===== config.mk =====
export PLATFORM = sky130hd
export DESIGN_NAME = dncnt56_reload
export DESIGN_NICKNAME = d
export VERILOG_FILES = /design/src/rtl/dncnt56_reload.sv
export SDC_FILE = /design/constraint.sdc
export NUM_CORES = 1
export LEC_CHECK = 0
export CORE_MARGIN = 2
export CORE_UTILIZATION = 45
export CTS_CLUSTER_SIZE = 24
export DETAILED_ROUTE_END_ITERATION = 10
export PLACE_DENSITY = 0.72
export SYNTH_ARGS = -nofsm -noshare
export SYNTH_HDL_FRONTEND = slang
export SYNTH_SLANG_ARGS = --single-unit

===== constraint.sdc =====
create_clock -name CLK -period 2.7 [get_ports CLK]
set_clock_uncertainty 0.1 [all_clocks]
set_input_delay 0.27 -clock CLK [delete_from_list [all_inputs] [get_ports CLK]]
set_output_delay 0.27 -clock CLK [all_outputs]
set_load 0.005 [all_outputs]

===== src/rtl/dncnt56_reload.sv =====
// dncnt56_reload: loadable down-counter/timer with borrow and auto-reload.
// Optional prescaler: define DNCNT_PRESCALE_EN to add PRE and counter P.
module dncnt56_reload #(
  parameter int WIDTH = 8
) (
  input  logic             CLK,
  input  logic             RST,
  input  logic             EN,
  input  logic             LOAD,
  input  logic             MODE,
  input  logic [WIDTH-1:0] DATA,
`ifdef DNCNT_PRESCALE_EN
  input  logic [3:0]       PRE,
`endif
  output logic [WIDTH-1:0] DOUT,
  output logic             BOUT,
  output logic             DONE,
  output logic             BUSY
);

  typedef enum logic {
    IDLE = 1'b0,
    RUN  = 1'b1
  } state_t;

  localparam logic [WIDTH-1:0] ONE = WIDTH'(1);

  state_t           st_q;
  state_t           st_d;
  logic [WIDTH-1:0] q_q;
  logic [WIDTH-1:0] q_d;
  logic [WIDTH-1:0] r_q;
  logic [WIDTH-1:0] r_d;
  logic             done_q;
  logic             done_d;
  logic             tick;
  logic             q_zero;

  assign q_zero = (q_q == '0);

`ifdef DNCNT_PRESCALE_EN
  logic [3:0] p_q;
  logic [3:0] p_d;

  // Prescaler: a step happens only on RUN cycles where P has run out.
  always_comb begin
    p_d  = p_q;
    tick = (p_q == 4'd0);
    if (EN) begin
      if (!LOAD) begin
        p_d = PRE;
      end else if (st_q == RUN) begin
        p_d = tick ? PRE : (p_q - 4'd1);
      end
    end
  end

  // Prescale register; cleared by reset, held while EN is low.
  always_ff @(posedge CLK) begin
    if (RST) begin
      p_q <= 4'd0;
    end else begin
      p_q <= p_d;
    end
  end
`else
  assign tick = 1'b1;
`endif

  // Next-state: hold, load, count step or terminal event.
  always_comb begin
    st_d   = st_q;
    q_d    = q_q;
    r_d    = r_q;
    done_d = 1'b0;
    if (EN) begin
      if (!LOAD) begin
        q_d  = DATA;
        r_d  = DATA;
        st_d = (DATA != '0) ? RUN : IDLE;
      end else begin
        unique case (st_q)
          RUN: begin
            if (tick) begin
              if (!q_zero) begin
                q_d = q_q - ONE;
              end else begin
                done_d = 1'b1;
                if (MODE) begin
                  q_d = r_q;
                end else begin
                  st_d = IDLE;
                end
              end
            end
          end
          default: begin
            q_d = q_q;
          end
        endcase
      end
    end
  end

  // State registers with synchronous reset taking priority.
  always_ff @(posedge CLK) begin
    if (RST) begin
      st_q   <= IDLE;
      q_q    <= '0;
      r_q    <= '0;
      done_q <= 1'b0;
    end else begin
      st_q   <= st_d;
      q_q    <= q_d;
      r_q    <= r_d;
      done_q <= done_d;
    end
  end

  assign DOUT = q_q;
  assign BOUT = q_zero;
  assign DONE = done_q;
  assign BUSY = (st_q == RUN);

endmodule


After elaboration in Yosys (flattened, before gate mapping)
Index checks and enable logic that the tools add are counted.

storage, ports and cells
  word-level logic and storage cells = 25
  memory bits (writable) = 0
  input port bits = 13
  bits in read-only memories = 0
  register bits after elaboration = 18
  memories = 0
  bits in latches = 0

cells by class
  add/sub/neg operators = 1
  multiply operators = 0
  shift operators = 0
  reduce and logical (&&, ||, !) cells = 5
  order comparisons = 0
  divide/modulo/power cells = 0
  multiplexer cells = 10
  equality and inequality tests = 2
  bitwise logic cells = 3

operators with widths
  kind                   number
  $mux W8                4
  $logic_not A8 Y1       1
  $reduce_bool A8 Y1     1
  $sub A8 B1 Y8 const B  1
  $mux W1                6
  $reduce_or A4 Y1       1
  $ne A3 B3 Y1 const B   1
  $not A1 Y1             3
  $reduce_and A3 Y1      1
  $ne A2 B1 Y1 const B   1
  $reduce_and A2 Y1      1

Logic depth before layout (Yosys ltp)
  word-level depth = 4
  depth in mapped cells = 8
  gate-level depth less buffers = 6

Least setup slack after synthesis
No wires, ideal clock.

  path kind = reg-to-reg
  start = register q_q[0] (netlist: DOUT[0])
  end = register q_q[3] (netlist: DOUT[3])
  buffers on the path = 2
  library setup time = 0.088 ns
  setup slack = 0.538 ns
  data required time = 2.512 ns
  data arrival time = 1.974 ns
  cell stages (with the launch flop) = 9
  cells stage by stage = dfxtp_1 -> inv_1 -> ha_1 -> or3b_2 -> buf_6 -> or2_1 -> buf_6 -> o211a_1 -> o32ai_2

on the way
  longest elaborated chain between the ends = 4
  elaborated cells between the ends (all ways) = 7
  classes of those cells = 1 x add/sub; 1 x eq/ne; 3 x mux; 2 x reduce/logical

RTL lines
  item                                               RTL line  source
  from (decl)                                        30        logic [WIDTH-1:0] q_q;
  from (signal assigned)                             114       q_q <= q_d;
  $sub A8 B1 Y8 or $logic_not A8 Y1 (tied branches)  86, 39
  $mux W8                                            85        if (!q_zero) begin
  $mux W8                                            82        unique case (st_q)
  $mux W8                                            77        if (!LOAD) begin

Several ways; a longest one is shown, not always the timed one. The select of a mux whose other input is x is not followed.
A chain may end at the register's enable or synchronous reset.

Worst setup path after layout
  start = register q_q[2] (netlist: DOUT[2])
  end = output port BOUT

on the way
  longest elaborated chain between the ends = 1

RTL lines
  item              RTL line  source
  $logic_not A8 Y1  39        assign q_zero = (q_q == '0);
  to (decl)         16        output logic BOUT,

No other way between the ends.

==> metrics.md <==
| Metric | Value |
|---|---|
| Max-Slew Margin vs Limit | `about 64%` |
| Hold Vio Cnt, Final | `0` |
| 1st-pass router iterations | `4` |
| Int Pwr | `between 0.0005 and 0.0006 W` |
| Worst-margin pin slew | `0.547 ns` |
| Syn nets | `142` |
| Total Wirelength | `between 2000 and 3000 um` |
| I/O pin count | `24` |
| Synth cell types | `38` |
| Synth area leaders | `dfxtp_1 (32%), a311oi_2 (6.7%), nand2b_1 (6.7%), mux2i_1 (6.2%), nor2_1 (6.0%)` |
| Hold Crit Class | `flip-flop to flip-flop` |
| Net Sw Power | `0.000248 W` |
| Crit end category | `primary output` |
| Combinational power share | `37.1%` |
| WP data required | `2.33 ns` |
| Yosys reg bits | `18` |
| Number of antenna violations at the first check in global routing | `0` |
| Die Y-Extent | `between 50 and 60 um` |
| Maximum vdd drop | `just under 0.0004 V` |
| Skew-Pair Late Insertion Delay | `0.30 ns` |
| Crit path DAT | `approximately 2.2 ns` |
| Port Buffers | `23` |
| Fillers | `roughly 220` |
| Top cells by count, synth | `dfxtp_1 (18), nor2_1 (18), nand2b_1 (12)` |
| Clock buffer depth | `2` |
| Flop pwr share | `slightly above 40%` |
| Warnings, synthesis | `0` |
| TritonCTS clock tree | `built` |
| Site Rows | `18` |
| Wire per inst | `~14 um` |
| Top_reg_cell synth | `dfxtp_1` |
| Leakage | `0.523 nW` |
| Share of cells above drive strength 1 | `roughly 18%` |
| Pins Over Slew Limit | `0` |
| Final setup TNS | `0 ns` |
| Status | `completed` |
| Avg Cell Area, Syn | `8.86 um2` |
| Die X | `54.0 um` |
| H-Tree Depth | `1` |
| Number of global-route vias before repair | `907` |
| Area of placed instances | `1370 um2` |
| Sw Ratio | `about a third` |
| DIE AREA | `~3000 um2` |
| Initial DRC Count | `37` |
| Sequential area share after synthesis | `about a third` |
| CP Class | `flip-flop to primary output` |
| RSZ-0062 raised after global routing | `false` |
| CP Launch Type | `flip-flop` |
| Final setup fails | `0` |
| Hold_ws | `~0.41 ns` |
| Nets@finish | `about 170` |
| GP Congestion | `a little under 0.8` |
| Area Growth Syn to Fin | `27.1%` |
| Post-synth top area cell | `dfxtp_1` |
| Vias per cell | `roughly 5.8` |
| CTS sink count | `18` |
| Largest net degree at the start of global routing | `24` |
| Residual DRC | `0` |
| Clock Power Share | `between 20% and 30%` |
| Share of the clock period used by the worst path | `between 90 and 100%` |
| CTS buffer count | `3` |
| Post-synth EDFFs | `0` |
| GRT Residual Overflow | `0` |
| Overall Global Routing Usage | `20.3%` |
| Clock root buffer | `clkbuf_4` |
| Antenna viol nets, final | `0` |
| Max Freq | `between 300 and 400 MHz` |
| Post-Syn Instances | `about 130` |
| Clock transition at path regs | `around 0.11 ns` |
| Final Cell Area | `1430 um2` |
| Async SR Flop Fraction | `0%` |
| Core ar. | `between 2000 and 2500 um2` |
| Tmin final | `~2.6 ns` |
| Max-cap viol count | `0` |
| Post-Syn Area | `roughly 1100 um2` |
| CTS Hold Bufs | `0` |
| Pwr dens | `532 nW/um2` |
| Hpwl dp | `1890 um` |
| DR vias | `approximately 1100` |
| Critical-path maximum fanout | `14` |
| Initial Util | `roughly 46%` |
| Antenna diodes | `0` |
| Yosys top cell area share | `32.0%` |
| First-pass GRT wire length | `around 4200 um` |
## per-layer routing
metal  share of wire (%)  wire (um)  GRT usage (%)
met2                  46       1180           29.3
met5                   0          0              0
met4                 3.8         99           13.3
met1                  47       1210           27.9
met3                 4.0        103           2.78
## through the flow
step	setup slack, ns	power, W	utilization, %	instances
floorplan	0.538	0.000495	-	127
global placement	0.317	0.000570	56.1	175
detailed placement	0.258	0.000574	56.1	175
CTS	0.0446	0.000751	57.7	179
global route	0.0484	0.000809	58.8	182
finish	0.143	0.000761	58.8	182
## critical path: stages, from the launching register on
cell and delay (ns):
dfxtp_1 0.40, or4_4 0.66, or2_1 0.29, inv_2 0.05
clkdlybuf4s50_1 0.48
## what timing repair did
action,in CTS,in global routing
resized for setup,1,3
endpoints found under the setup margin,1,1
hold endpoints to repair,0,0
buffers inserted,0,3
## layout make-up
cell class / count / area [um2] / area share, %
Clock buffer: 4 / 36.3 / 2.54
Timing Repair Buffer: 30 / 283 / 19.8
Tap cell: 30 / 37.5 / 2.62
Multi-Input combinational cell: 94 / 689 / 48.2
Inverter: 6 / 22.5 / 1.57
Sequential cell: 18 / 362 / 25.3
## flip-flops by register name, indices dropped and copies added (netlist names)
register  cells
DOUT          8
r_q           8
BUSY          1
DONE          1
## path summary, 6_finish.rpt
| check | startpoint | to | slack (ns) | cells past startpoint |
|---|---|---|---|---|
| hold reg to reg | BUSY$_SDFFE_PP0P_ | DONE$_SDFF_PP0_ | 0.41 | 2 |
| hold / removal | BUSY$_SDFFE_PP0P_ | DONE$_SDFF_PP0_ | 0.41 | 2 |
| setup / recovery | DOUT[2]$_SDFFE_PP0P_ | BOUT | 0.14 | 4 |
| setup reg to reg | DOUT[0]$_SDFFE_PP0P_ | BUSY$_SDFFE_PP0P_ | 0.43 | 7 |
## kinds of logic (layout without fill, tap and decap cells)
| kind of cell | count (synthesis) | after routing | synth area share (%) |
|---|---|---|---|
| and+or+nand+nor | 50 | 50 | 23.5 |
| AOI/OAI and AO/OA | 34 | 34 | 28.1 |
| DFF | 18 | 18 | 32.0 |
| buffers and inverters | 15 | 40 | 7.12 |
| muxes | 7 | 7 | 6.23 |
| adders and majority gates | 2 | 2 | 2.22 |
| xor gates and xnor gates | 1 | 1 | 0.779 |
## cells in the final DEF, fill, tap and decap left out, types with 3 or more instances in the layout
cell	synthesis	layout
inv_1	5	4
a311oi_2	5	5
or3_1	5	5
o211ai_1	3	3
nand2_1	6	6
buf_4	0	7
dfxtp_1	18	17
mux2i_1	7	7
nor2_1	18	18
a21oi_1	4	4
nand2b_1	12	12
o21ai_0	4	4
clkdlybuf4s50_1	0	23
clkbuf_4	0	3
## power by group through the flow
stage               Sequential, W  Clock, W  Combinational (W)
floorplan                0.000308         0           0.000187
global placement         0.000311         0           0.000259
detailed placement       0.000313         0           0.000262
CTS                      0.000307  0.000179           0.000265
global route             0.000311  0.000189           0.000309
finish                   0.000308  0.000171           0.000282
Power figures use the tool's default switching activity.
